$ cat src/rtl/pipelined_adder_seg.sv
// Pipelined two's-complement add/subtract unit.
// The WIDTH-bit carry chain is cut into SEG segments; stage k resolves
// segment k using the carry registered by stage k-1. Upper operand segments
// ride along in skew registers that shrink by one segment per stage, and
// finished low result segments accumulate in de-skew registers that grow by
// one segment per stage, so all sum bits leave the last stage aligned.
// One global enable stalls every stage at once when the output is blocked.
module pipelined_adder_seg #(
  parameter int WIDTH = 16,
  parameter int SEG   = 4
) (
  input  logic             clk,
  input  logic             rst,
  input  logic             in_valid,
  output logic             in_ready,
  input  logic [WIDTH-1:0] a,
  input  logic [WIDTH-1:0] b,
  input  logic             cin,
  input  logic             sub,
  output logic             out_valid,
  input  logic             out_ready,
  output logic [WIDTH-1:0] sum,
  output logic             cout,
  output logic             ovf
);
  localparam int SL = WIDTH / SEG;

  if (SEG < 1 || SEG > WIDTH || (WIDTH % SEG) != 0) begin : g_bad_param
    $error("pipelined_adder_seg: WIDTH must be a positive multiple of SEG");
  end

  // Subtraction is a + ~b + 1: invert B and force the initial carry.
  logic [WIDTH-1:0] b_eff;
  logic             c0;
  logic             en;

  assign b_eff    = sub ? ~b : b;
  assign c0       = sub | cin;
  assign en       = !out_valid || out_ready;
  assign in_ready = en;

  for (genvar k = 0; k < SEG; k++) begin : g_stg
    localparam int RW = (k + 1) * SL;       // result bits resolved so far
    logic [SL-1:0] sa, sb;                  // this stage's operand segment
    logic          ci, vi;                  // incoming carry / valid
    logic [SL:0]   t;                       // segment sum with carry out
    logic [RW-1:0] res_n;
    logic          vld_q;
    logic [RW-1:0] res_q;
    logic          c_q;

    if (k == 0) begin : g_first
      assign sa    = a[SL-1:0];
      assign sb    = b_eff[SL-1:0];
      assign ci    = c0;
      assign vi    = in_valid;
      assign res_n = t[SL-1:0];
    end else begin : g_next
      assign sa    = g_stg[k-1].g_sk.ua_q[SL-1:0];
      assign sb    = g_stg[k-1].g_sk.ub_q[SL-1:0];
      assign ci    = g_stg[k-1].c_q;
      assign vi    = g_stg[k-1].vld_q;
      assign res_n = {t[SL-1:0], g_stg[k-1].res_q};
    end

    assign t = {1'b0, sa} + {1'b0, sb} + {{SL{1'b0}}, ci};

    // Stage register: valid always shifts with en; data only loads on a real beat
    // so bubbles never disturb the last result seen on the outputs.
    always_ff @(posedge clk or posedge rst) begin
      if (rst) begin
        vld_q <= 1'b0;
        res_q <= '0;
        c_q   <= 1'b0;
      end else if (en) begin
        vld_q <= vi;
        if (vi) begin
          res_q <= res_n;
          c_q   <= t[SL];
        end
      end
    end

    if (k < SEG - 1) begin : g_sk
      localparam int UW = WIDTH - RW;       // operand bits not yet added
      logic [UW-1:0] ua_n, ub_n, ua_q, ub_q;

      if (k == 0) begin : g_src0
        assign ua_n = a[WIDTH-1:SL];
        assign ub_n = b_eff[WIDTH-1:SL];
      end else begin : g_srcn
        assign ua_n = g_stg[k-1].g_sk.ua_q[UW+SL-1:SL];
        assign ub_n = g_stg[k-1].g_sk.ub_q[UW+SL-1:SL];
      end

      // Skew register: carries the untouched upper segments to later stages.
      always_ff @(posedge clk or posedge rst) begin
        if (rst) begin
          ua_q <= '0;
          ub_q <= '0;
        end else if (en && vi) begin
          ua_q <= ua_n;
          ub_q <= ub_n;
        end
      end
    end

    if (k == SEG - 1) begin : g_last
      logic ovf_q;
      // Overflow flag: the top segment holds both operand MSBs and the sum MSB.
      always_ff @(posedge clk or posedge rst) begin
        if (rst)
          ovf_q <= 1'b0;
        else if (en && vi)
          ovf_q <= (sa[SL-1] == sb[SL-1]) && (t[SL-1] != sa[SL-1]);
      end
    end
  end

  assign out_valid = g_stg[SEG-1].vld_q;
  assign sum       = g_stg[SEG-1].res_q;
  assign cout      = g_stg[SEG-1].c_q;
  assign ovf       = g_stg[SEG-1].g_last.ovf_q;

endmodule

$ cat config.mk
export PLATFORM = sky130hd
export DESIGN_NAME = pipelined_adder_seg
export DESIGN_NICKNAME = d
export VERILOG_FILES = /design/src/rtl/pipelined_adder_seg.sv
export SDC_FILE = /design/constraint.sdc
export NUM_CORES = 1
export LEC_CHECK = 0
export CORE_ASPECT_RATIO = 0.6
export CORE_MARGIN = 4
export CORE_UTILIZATION = 55
export CTS_CLUSTER_SIZE = 30
export DETAILED_ROUTE_END_ITERATION = 10
export HOLD_SLACK_MARGIN = 0.03
export PLACE_DENSITY = 0.8
export SLEW_MARGIN = 20
export SYNTH_ARGS = -nofsm -noshare
export SYNTH_HDL_FRONTEND = slang
export SYNTH_SLANG_ARGS = --single-unit
$ cat constraint.sdc
create_clock -name clk -period 4.78 [get_ports clk]
set_clock_uncertainty 0.15 [all_clocks]
set_input_delay 0.956 -clock clk [delete_from_list [all_inputs] [get_ports clk]]
set_output_delay 0.956 -clock clk [all_outputs]
set_load 0.05 [all_outputs]
# Yosys cells after proc, flatten, opt, wreduce, memory -nomap -nowiden
# Index checks and enable logic that the tools add are counted.
dict set report op_classes {
  n_addsub 8
  multipliers 0
  n_div 0
  magnitude_cmp 0
  eq_ne 2
  n_shift 0
  n_mux 1
  bitwise 2
  reduce_logical 11
}
# op count
set op_table {}
lappend op_table {{adder 4 x 4 -> 5 bit} 4}
lappend op_table {{adder 5 x 1 -> 5 bit} 4}
lappend op_table {{two-way mux 16 bit} 1}
lappend op_table {{inverter 16 bit} 1}
lappend op_table {{AND reduction 2 bit} 4}
lappend op_table {{logical AND 1 bit} 5}
lappend op_table {{== test 1 bit} 1}
lappend op_table {{logical NOT 1 bit} 1}
lappend op_table {{logical OR 1 bit} 1}
lappend op_table {{!= test 1 bit} 1}
lappend op_table {{bitwise OR 1 bit} 1}
dict set report word_totals {
  regBits 97
  latchBits 0
  ramBits 0
  mem_bits_ro 0
  inputBits 38
  output_inout_bits 20
  word_cells 43
  memories 0
}

# Longest topological paths before layout
dict set report logic_depth {
  ltp_word 4
  depth_mapped 8
  depth_no_buf 7
}

# Worst setup path before layout
# OpenSTA, ideal clock, no wires.
dict set report synth_timing {
  path_type {input -> register}
  start {input sub}
  end {register g_stg[0].c_q}
  setup_ns 0.138
  t_arrival_ns 3.040
  required_ns 4.492
  path_slack_ns 1.452
  cell_stages 8
  n_path_buf 2
  cell_sequence {buf_2 -> buf_2 -> or2_2 -> fa_1 -> fa_1 -> a21o_1 -> a2111oi_0 -> a21oi_1}
}
dict set report synth_via {
  elab_chain_len 3
  word_cells_on_any_way 4
  classes_between {add/sub: 2; mux: 1; bitwise: 1}
}
# item line_no
set synth_rtl {}
lappend synth_rtl {{start: declaration} 19} ;# input logic sub,
lappend synth_rtl {{two-way mux 16 bit} 37} ;# assign b_eff = sub ? ~b : b;
lappend synth_rtl {{adder 4 x 4 -> 5 bit} 66} ;# assign t = {1'b0, sa} + {1'b0, sb} + {{SL{1'b0}}, ci};
lappend synth_rtl {{adder 5 x 1 -> 5 bit *} 66}
lappend synth_rtl {{end signal: assignment} 79} ;# c_q <= t[SL];
lappend synth_rtl {{end: declaration} 50} ;# logic c_q;
# Mark *: on every way between the ends. The rest lies on a longest branch, timed or not.
# A chain may end at the register's enable or synchronous reset.

# Worst setup path after layout
dict set report layout_timing {
  start {input out_ready}
  end {output in_ready}
}
dict set report layout_via {
  elab_chain_len 1
}
# item line_no
set layout_rtl {}
lappend layout_rtl {{start: declaration} 21} ;# input logic out_ready,
lappend layout_rtl {{logical OR 1 bit} 39} ;# assign en = !out_valid || out_ready;
lappend layout_rtl {{end: declaration} 15} ;# output logic in_ready,
# No other way between the ends.

==> impl_metrics.env <==
export IMPL_p_leak_nw=2.27
export IMPL_yosysTopAreaCellShare_pct=55.9
export IMPL_tns_ps=0
export IMPL_ys_ff_latch=97
export IMPL_htree_levels=3
export IMPL_sw_frac_of_total_pct=37.1
export IMPL_switchingPower_mw=1.33
export IMPL_fin_hold_ws_ps=349
export IMPL_outcome="finished clean"
export IMPL_numCtsBuffers=9
export IMPL_rr_startpoint="g_stg[2].c_q$_DFFE_PP0P_"
export IMPL_pwr_share_seq_pct=38.7
export IMPL_ant_nets=0
export IMPL_fin_crit_ps=3630
export IMPL_yosysTopAreaCell="dfrtp_1"
export IMPL_cp_max_fo=14
export IMPL_wire_per_inst_um=16.6
export IMPL_insertion_delay_ps=340
export IMPL_final_nets=439
export IMPL_grtUsageTotal_pct=19.0
export IMPL_place_hpwl_um=5770
export IMPL_final_setup_viol_count=0
export IMPL_grt_pass1_wl_um=13800
export IMPL_port_buffers=57
export IMPL_drcViolationCount=0
export IMPL_clock_tree_buffer_depth=2
export IMPL_synth_nets=381
export IMPL_ys_warn_count=0
export IMPL_dp_cells=474
export IMPL_root_buffer="clkbuf_16"
export IMPL_area_growth_pct=21.1
export IMPL_relSlewSlack_pct=40.0
export IMPL_hold_class="reg -> reg"
export IMPL_powerDensity_nw_per_um2=684
export IMPL_drive_above_1_share_pct=23.6
export IMPL_die_w_um=123
export IMPL_regToRegEndpoint="cout$_DFFE_PP0P_"
export IMPL_cp_startpoint="out_ready"
export IMPL_cts_tree="yes"
export IMPL_rows=24
export IMPL_num_antenna_cells=0
export IMPL_worstSetupStartpointType="input port"
export IMPL_rsz0062_at_grt="no"
export IMPL_synth_cells=323
export IMPL_synth_edf_count=0
export IMPL_synth_distinct_cells=33
export IMPL_hold_depth=1
export IMPL_antenna_found_initial=0
export IMPL_slew_violations=0
export IMPL_wirelength_um=8150
export IMPL_post_cts_buffers=0
export IMPL_vias_per_cell=5.49
export IMPL_combPwrFrac_pct=43.0
export IMPL_start_util_pct=58.3
export IMPL_min_delay_start="g_stg[0].g_sk.ub_q[8]$_DFFE_PP0P_"
export IMPL_fin_ws_ps=1150
export IMPL_grt_max_degree=53
export IMPL_ys_async_sr_fraction_pct=100
export IMPL_ctsResizeCount=0
export IMPL_netlist_area_um2=4340
export IMPL_die_height_um=76.8
export IMPL_crit_arrival_ps=2520
export IMPL_finalCritPeriodShare_pct=75.8
export IMPL_dieArea_um2=9420
export IMPL_grt_pass1_vias=2757
export IMPL_synth_most_common_cell="dfrtp_1"
export IMPL_instances_no_fill=490
export IMPL_gp_congestion=0.791
export IMPL_r2r_setup_slack_ps=2740
export IMPL_grt_ovfl_total=0
export IMPL_synthTopCellsByCount="dfrtp_1 (97), mux2_2 (65), o21ai_0 (48)"
export IMPL_irDropWorstVdd_uv=316
export IMPL_synth_area_leaders="dfrtp_1 (56%), mux2_2 (17%), o21ai_0 (5.5%)"
export IMPL_synth_flop_cell="dfrtp_1"
export IMPL_io_pins=58
export IMPL_p_clk_share_pct=18.3
export IMPL_cts_sinks=97
export IMPL_drt_iter0_markers=206
export IMPL_internal_power_mw=2.26
export IMPL_dp_worst_setup_slack_ps=1110
export IMPL_timing_fmax_mhz=276
export IMPL_hold_viol=0
export IMPL_worstHoldEndpoint="g_stg[1].g_sk.ub_q[4]$_DFFE_PP0P_"
export IMPL_hold_buffers=0
export IMPL_endpoint_kind="output pin"
export IMPL_required_ps=3670
export IMPL_cap_viol_max_count=0
export IMPL_via_count=2692
export IMPL_worstSetupPathType="in -> out"
export IMPL_worst_pin_slew_ps=898
export IMPL_path_clk_slew_ps=70
export IMPL_reg2regPathDepth=5
export IMPL_utilization_pct=70.6
export IMPL_avgSynthCellArea_um2=13.4
export IMPL_drt_pass1_iterations=4
export IMPL_synth_seq_area_share_pct=55.9
export IMPL_core_um2=7450
sequential cells by signal (all words and copies together) (netlist names):
register         flops
g_stg.res_q         24
g_stg.vld_q          3
ovf                  1
g_stg.g_sk.ub_q     24
sum                 16
g_stg.g_sk.ua_q     24
out_valid            1
g_stg.c_q            3
cout                 1
power by group through the flow:
| stage | clock [mW] | combinational [mW] | sequential, mW |
|---|---|---|---|
| floorplan | 0 | 0.903 | 1.62 |
| global placement | 0 | 1.48 | 1.39 |
| detailed placement | 0 | 1.54 | 1.41 |
| CTS | 0.676 | 1.56 | 1.40 |
| global route | 0.711 | 1.70 | 1.44 |
| finish | 0.658 | 1.54 | 1.39 |
critical path, stage by stage:
cell and delay (ps):
clkdlybuf4s50_1 510, nor2b_4 60, inv_4 140, clkdlybuf4s50_1 850
per-stage QoR:
stage          power [mW]  instance area (um2)
6_report             3.59                 5260
5_1_grt              3.85                 5260
4_1_cts              3.63                 5260
3_5_place_dp         2.95                 4980
3_3_place_gp         2.87                 4980
2_1_floorplan        2.52                 4340
layout make-up:
cell class / count / area, um2
well taps: 104 / 130
fillers: 560 / 2190
inverters: 13 / 52.6
clock inverters: 6 / 43.8
clock buffers: 10 / 229
repair buffers: 61 / 601
multi-input cells: 199 / 1770
flip-flops and latches: 97 / 2430
routing by layer:
metal  wire length, um  vias up  track usage (%)  share of wire, %
li1                  -     1265                -                 -
met2              3880       68             29.3                48
met1              3760     1348             25.9                46
met5                 0        -                0                 0
met4               101        0             4.69               1.2
met3               409       11             6.69               5.0
worst max-delay path by stage:
stage	endpoint	slack, ps	depth (start not counted)
2_1_floorplan	cout$_DFFE_PP0P_	1140	1
3_3_place_gp	in_ready	1180	4
3_5_place_dp	g_stg[0].c_q$_DFFE_PP0P_	1110	7
4_1_cts	in_ready	1140	4
5_1_grt	in_ready	1100	4
6_report	in_ready	1150	4
logic make-up (layout without fill, tap and decap cells):
logic type / after synthesis / in the layout / synth area share (%)
DFF: 97 / 97 / 55.9
and+or+nand+nor: 19 / 19 / 2.94
buffers and inverters: 27 / 90 / 3.23
xor gates and xnor gates: 20 / 20 / 4.04
muxes: 65 / 65 / 16.9
adders and majority gates: 20 / 20 / 7.15
AOI/OAI and AO/OA: 75 / 75 / 9.83
placed cells by master (no fill, tap or decap), types with 5 or more instances in the layout:
cell type	netlist	layout
ha_1	12	12
nand3_1	5	5
clkdlybuf4s50_1	0	57
clkbuf_16	0	9
o21ai_0	48	48
a21oi_1	9	9
dfrtp_1	97	97
inv_1	12	11
fa_1	8	8
a21boi_0	5	5
xnor2_1	14	14
mux2_2	65	65
xor2_1	6	6
No activity file was read; power rests on OpenSTA's default activity.
==> variant 1, RTL diff (same flow settings) <==
Change the parameter `SEG` from 4 to 2.
--- a/src/rtl/pipelined_adder_seg.sv
+++ b/src/rtl/pipelined_adder_seg.sv
@@ -8,5 +8,5 @@
 module pipelined_adder_seg #(
   parameter int WIDTH = 16,
-  parameter int SEG   = 4
+  parameter int SEG   = 2
 ) (
   input  logic             clk,
Function: changed (a bounded check fails within 4 cycles, from zero or initial values and one cycle with rst high).
==> variant 1 against the original RTL <==
  * Sequential cell count is 52 lower
  * Synthesized area decreased by 44%
  * Maximum frequency shrank 1.9%
  * Count of clock-buffer cells in the layout fell by 4
  * First-iteration DRC count decreased by 61%
  * Final area fell by 39%
  * Total power decreased by 52%
  * Clock power decreased by 56%
  * Final cell count fell by 31%
  * Highest routed layer is now met3
  * Via count is 34% lower
  * Worst setup slack lost 0.069 ns
  * Wire length decreased by 36%
==> variant 1: results (changes against the original RTL) <==
| Metric | Value |
|---|---|
| Pin count of the biggest net entering global routing | 46 (-13%) |
| LEAKAGE | 1.387 nW (-39%) |
| Worst r2r src | g_stg[0].c_q$_DFFE_PP0P_ |
| Reg2reg path depth | 7 (+2) |
| Syn nets | 277 (-27%) |
| Clk_lat worst skew | 0.30 ns (-0.04 ns) |
| Hold Path Cell Cnt | 2 (+1) |
| Switching share of power | 42.22% (+5.1 points) |
| Clock Path Buffers | 2 (unchanged) |
| Drt initial violations | 81 (-61%) |
| GRT Util Overall | 20.58% (+1.5 points) |
| WL per Instance | 15.43 µm (-7.3%) |
| DP HPWL | 4015 µm (-30%) |
| Sequential-to-total area share from yosys stat | 45.99% (-10 points) |
| HP Start | sum[11]$_DFFE_PP0P_ |
| Number of fill cells in the layout | 311 (-44%) |
| Yosys cell types | 34 (+3.0%) |
| Hold EP | sum[11]$_DFFE_PP0P_ |
| Global-route wire length before repair | 8742 µm (-37%) |
| Num CTS Buffers | 5 (-4) |
| Post-synth top cells | 45 x dfrtp_1, 25 x nand2_1, 23 x o21ai_0 |
| H-tree levels | 2 (-1) |
| Fin nets | 335 (-24%) |
| Highest clock rate | 0.2707 GHz (-1.9%) |
| Postcts setup bufs | 0 (unchanged) |
| # port buffers | 57 (unchanged) |
| Crit path DAT | 2.59 ns (+0.07 ns) |
| Vias/cell | 5.256 (-4.3%) |
| Root cell of the clock tree | clkbuf_8 |
| Outcome | complete, no violations |
| Critical Path Fanout Max | 8 (-6) |
| Worst-path clk slew | 0.09 ns (+0.02 ns) |
| Worst R2R Setup Slack | 2.37 ns (-0.37 ns) |
| Reg-to-Reg End | sum[12]$_DFFE_PP0P_ |
| Max IR drop VDD | 0.0003345 V (+5.8%) |
| Vias in the first global route | 1750 (-37%) |
| Share of layout cells above drive strength 1 | 13.21% (-10 points) |
| Largest cells by area after synthesis | dfrtp_1 46%, mux2_2 8.3%, ha_1 7.2%, xor2_1 5.7%, o21ai_0 4.7% |
| Worst slew margin | 60.58% (+21 points) |
| Placer Congestion | 0.8435 (+6.7%) |
| Yosys warnings | 0 (unchanged) |
-- variant 1: changes by cell type in the layout (fill, tap and decap cells not counted), moves of 9 or more --
cell / change
dfrtp_1: -52
nand2_1: +22
mux2_2: -47
o21ai_0: -25
clkbuf_16: -9
xor2_1: +10
-- variant 1: metal layers --
layer	global-route usage (%)	vias up	share of wire (%)
li1	-	881	-
met1	29.47	840	48
met2	31.05	66	42
met3	7.044	0	9.8
met4	3.498	0	0
met5	0	-	0
-- variant 1: cell type report --
| cell class | instances | area (µm²) | share of cell area, % |
|---|---|---|---|
| multi-input cells | 159 | 1247 | 39.19 |
| clock buffers | 6 | 72.57 | 2.280 |
| repair buffers | 60 | 593.1 | 18.63 |
| inverters | 8 | 30.03 | 0.9434 |
| well taps | 60 | 75.07 | 2.358 |
| flip-flops and latches | 45 | 1126 | 35.38 |
| clock inverters | 2 | 38.79 | 1.219 |
-- variant 1: cells by family (layout without fill, tap and decap cells) --
kind of cell             count (synthesis)  count (layout)  synth area share (%)
AND/OR/NAND/NOR                         41              41                 7.308
buffers and inverters                   17              76                 3.066
AO/OA/AOI/OAI                           55              55                 15.18
flip-flops                              45              45                 45.99
multiplexers                            19              19                 8.738
XOR/XNOR                                26              26                 9.300
adder cells (fa/ha/maj)                 18              18                 10.42
-- variant 1: critical path: stages --
cell and delay [ns]:
clkdlybuf4s50_1 0.45, nand2b_1 0.31, clkdlybuf4s50_1 0.88
-- variant 1: power by group through the flow --
stage	registers, mW	logic [mW]	clock network (mW)
after global placement	0.578	0.833	0
after global routing	0.595	0.909	0.311
after floorplan	0.834	0.322	0
final	0.577	0.849	0.288
after detailed placement	0.583	0.850	0
after CTS	0.578	0.854	0.293
-- variant 1: per-stage QoR --
stage,instances,hold slack [ns],power (mW),cell area (µm²),util [%]
after floorplan,221,0.2946,1.156,2449,-
after global placement,332,0.3128,1.411,3072,73.33
after detailed placement,332,0.3248,1.434,3072,73.33
after CTS,340,0.3448,1.726,3183,75.99
after global routing,340,0.3647,1.815,3183,75.99
final,340,0.3400,1.713,3183,75.99
-- variant 1: worst max-delay path by stage --
stage                                          to  depth (start not counted)       from
floorplan           g_stg[0].res_q[6]$_DFFE_PP0P_                         11        sub
global placement                         in_ready                          3  out_ready
finish                                   in_ready                          3  out_ready
CTS                                      in_ready                          3  out_ready
global route                             in_ready                          3  out_ready
detailed placement  g_stg[0].res_q[6]$_DFFE_PP0P_                         10        sub
==> variant 2, RTL diff (same settings) <==
Without the edit above. Put a register stage on the output `ovf`. The value now appears one clock later. The other outputs are not delayed to match.
--- a/src/rtl/pipelined_adder_seg.sv
+++ b/src/rtl/pipelined_adder_seg.sv
@@ -121,5 +121,7 @@
   assign sum       = g_stg[SEG-1].res_q;
   assign cout      = g_stg[SEG-1].c_q;
-  assign ovf       = g_stg[SEG-1].g_last.ovf_q;
+  always_ff @(posedge clk) begin
+    ovf <= g_stg[SEG-1].g_last.ovf_q;
+  end
 
 endmodule
Function: changed (a bounded check fails within 10 cycles, from zero or initial values and one cycle with rst high).
==> variant 2 against the original RTL <==
  * Synthesized cell count rose by 0.31%
  * Final area increased by 0.81%
  * Worst setup slack better by 0.031 ns
  * Sequential cell count is 1 higher
  * Synthesized area grew 0.46%
  * Wire length fell by 0.47%
  * Total power grew 1.7%
  * Critical path type unchanged
  * Sequential share of layout area about the same
==> variant 2: results (changes against the original RTL) <==
| Metric | Value |
|---|---|
| Outcome | complete, no violations |
| Share of layout cells above drive strength 1 | 23.77% (+0.20 points) |
| Drt initial violations | 168 (-18%) |
| Yosys cell types | 34 (+3.0%) |
| Pin count of the biggest net entering global routing | 46 (-13%) |
| DRT met1 WL | 3779 µm (+0.61%) |
| Worst R2R Setup Slack | 2.75 ns (about the same) |
| Fin nets | 440 (+0.23%) |
| Placed cell area | 5002 µm² (+0.40%) |
| Clk power | 0.703 mW (+6.8%) |
| LEAKAGE | 2.278 nW (+0.42%) |
| Global-route wire length before repair | 13900 µm (+0.70%) |
| Met3 Track Usage GR | 5.735% (-0.96 points) |
| GRT Util Overall | 18.94% (-0.092 points) |
| Ys async rst share | 98.98% (-1.0 points) |
| Met2 Routed Length | 3924 µm (+1.0%) |
| Grt met1 use | 25.91% (-0.036 points) |
| Syn nets | 382 (+0.26%) |
| Largest cells by area after synthesis | dfrtp_1 56%, mux2_2 17%, o21ai_0 5.5%, fa_1 3.7%, ha_1 3.4% |
| Vias in the first global route | 2816 (+2.1%) |
| Met2 usage | 29.75% (+0.44 points) |
| Placer Congestion | 0.7907 (about the same) |
| Hold WS | 0.2275 ns (-0.1220 ns) |
| Crit path DAT | 2.49 ns (-0.03 ns) |
| Vias/cell | 5.501 (+0.13%) |
| Sequential-to-total area share from yosys stat | 56.14% (+0.20 points) |
| Final WL | 8113 µm (-0.47%) |
| Max IR drop VDD | 0.0002504 V (-21%) |
## variant 2: cell count changes after synthesis, sizes merged
cell,unedited run,this run
dfxtp,0,1
## variant 2: path summary, 6_finish.rpt
kind,end,cells past startpoint,startpoint
max,in_ready,4,out_ready
min,ovf$_DFF_P_,0,g_stg[3].g_last.ovf_q$_DFFE_PP0P_
max reg2reg,g_stg[2].res_q[4]$_DFFE_PP0P_,4,out_valid$_DFFE_PP0N_
min reg2reg,ovf$_DFF_P_,0,g_stg[3].g_last.ovf_q$_DFFE_PP0P_
max in group asynchronous,g_stg[2].g_sk.ua_q[0]$_DFFE_PP0P_,3,rst
min in group asynchronous,g_stg[3].g_last.ovf_q$_DFFE_PP0P_,2,rst
## variant 2: final cells by class
class | instances | area (µm²)
Multi-Input combinational cell | 199 | 1772
Tap cell | 104 | 130.1
Clock inverter | 7 | 70.07
Sequential cell | 98 | 2447
Inverter | 13 | 52.55
Timing Repair Buffer | 61 | 600.6
Clock buffer | 9 | 225.2
Fill cell | 522 | 2180
## variant 2: cell families (layout without fill, tap and decap cells)
logic type,count (synthesis),count (layout),share of synthesized area [%]
AO/OA/AOI/OAI,75,75,9.788
adder cells (fa/ha/maj),20,20,7.118
buffers and inverters,27,90,3.214
multiplexers,65,65,16.79
flip-flops,98,98,56.14
AND/OR/NAND/NOR,19,19,2.928
XOR/XNOR,20,20,4.018
## variant 2: per-stage QoR
stage	setup slack, ns	cells	util, %	total power, mW
final	1.186	491	70.85	3.652
after global routing	1.137	491	70.85	3.893
after CTS	1.177	491	70.85	3.685
after detailed placement	1.100	475	66.90	2.976
after global placement	1.201	475	66.90	2.886
after floorplan	1.140	324	-	2.536
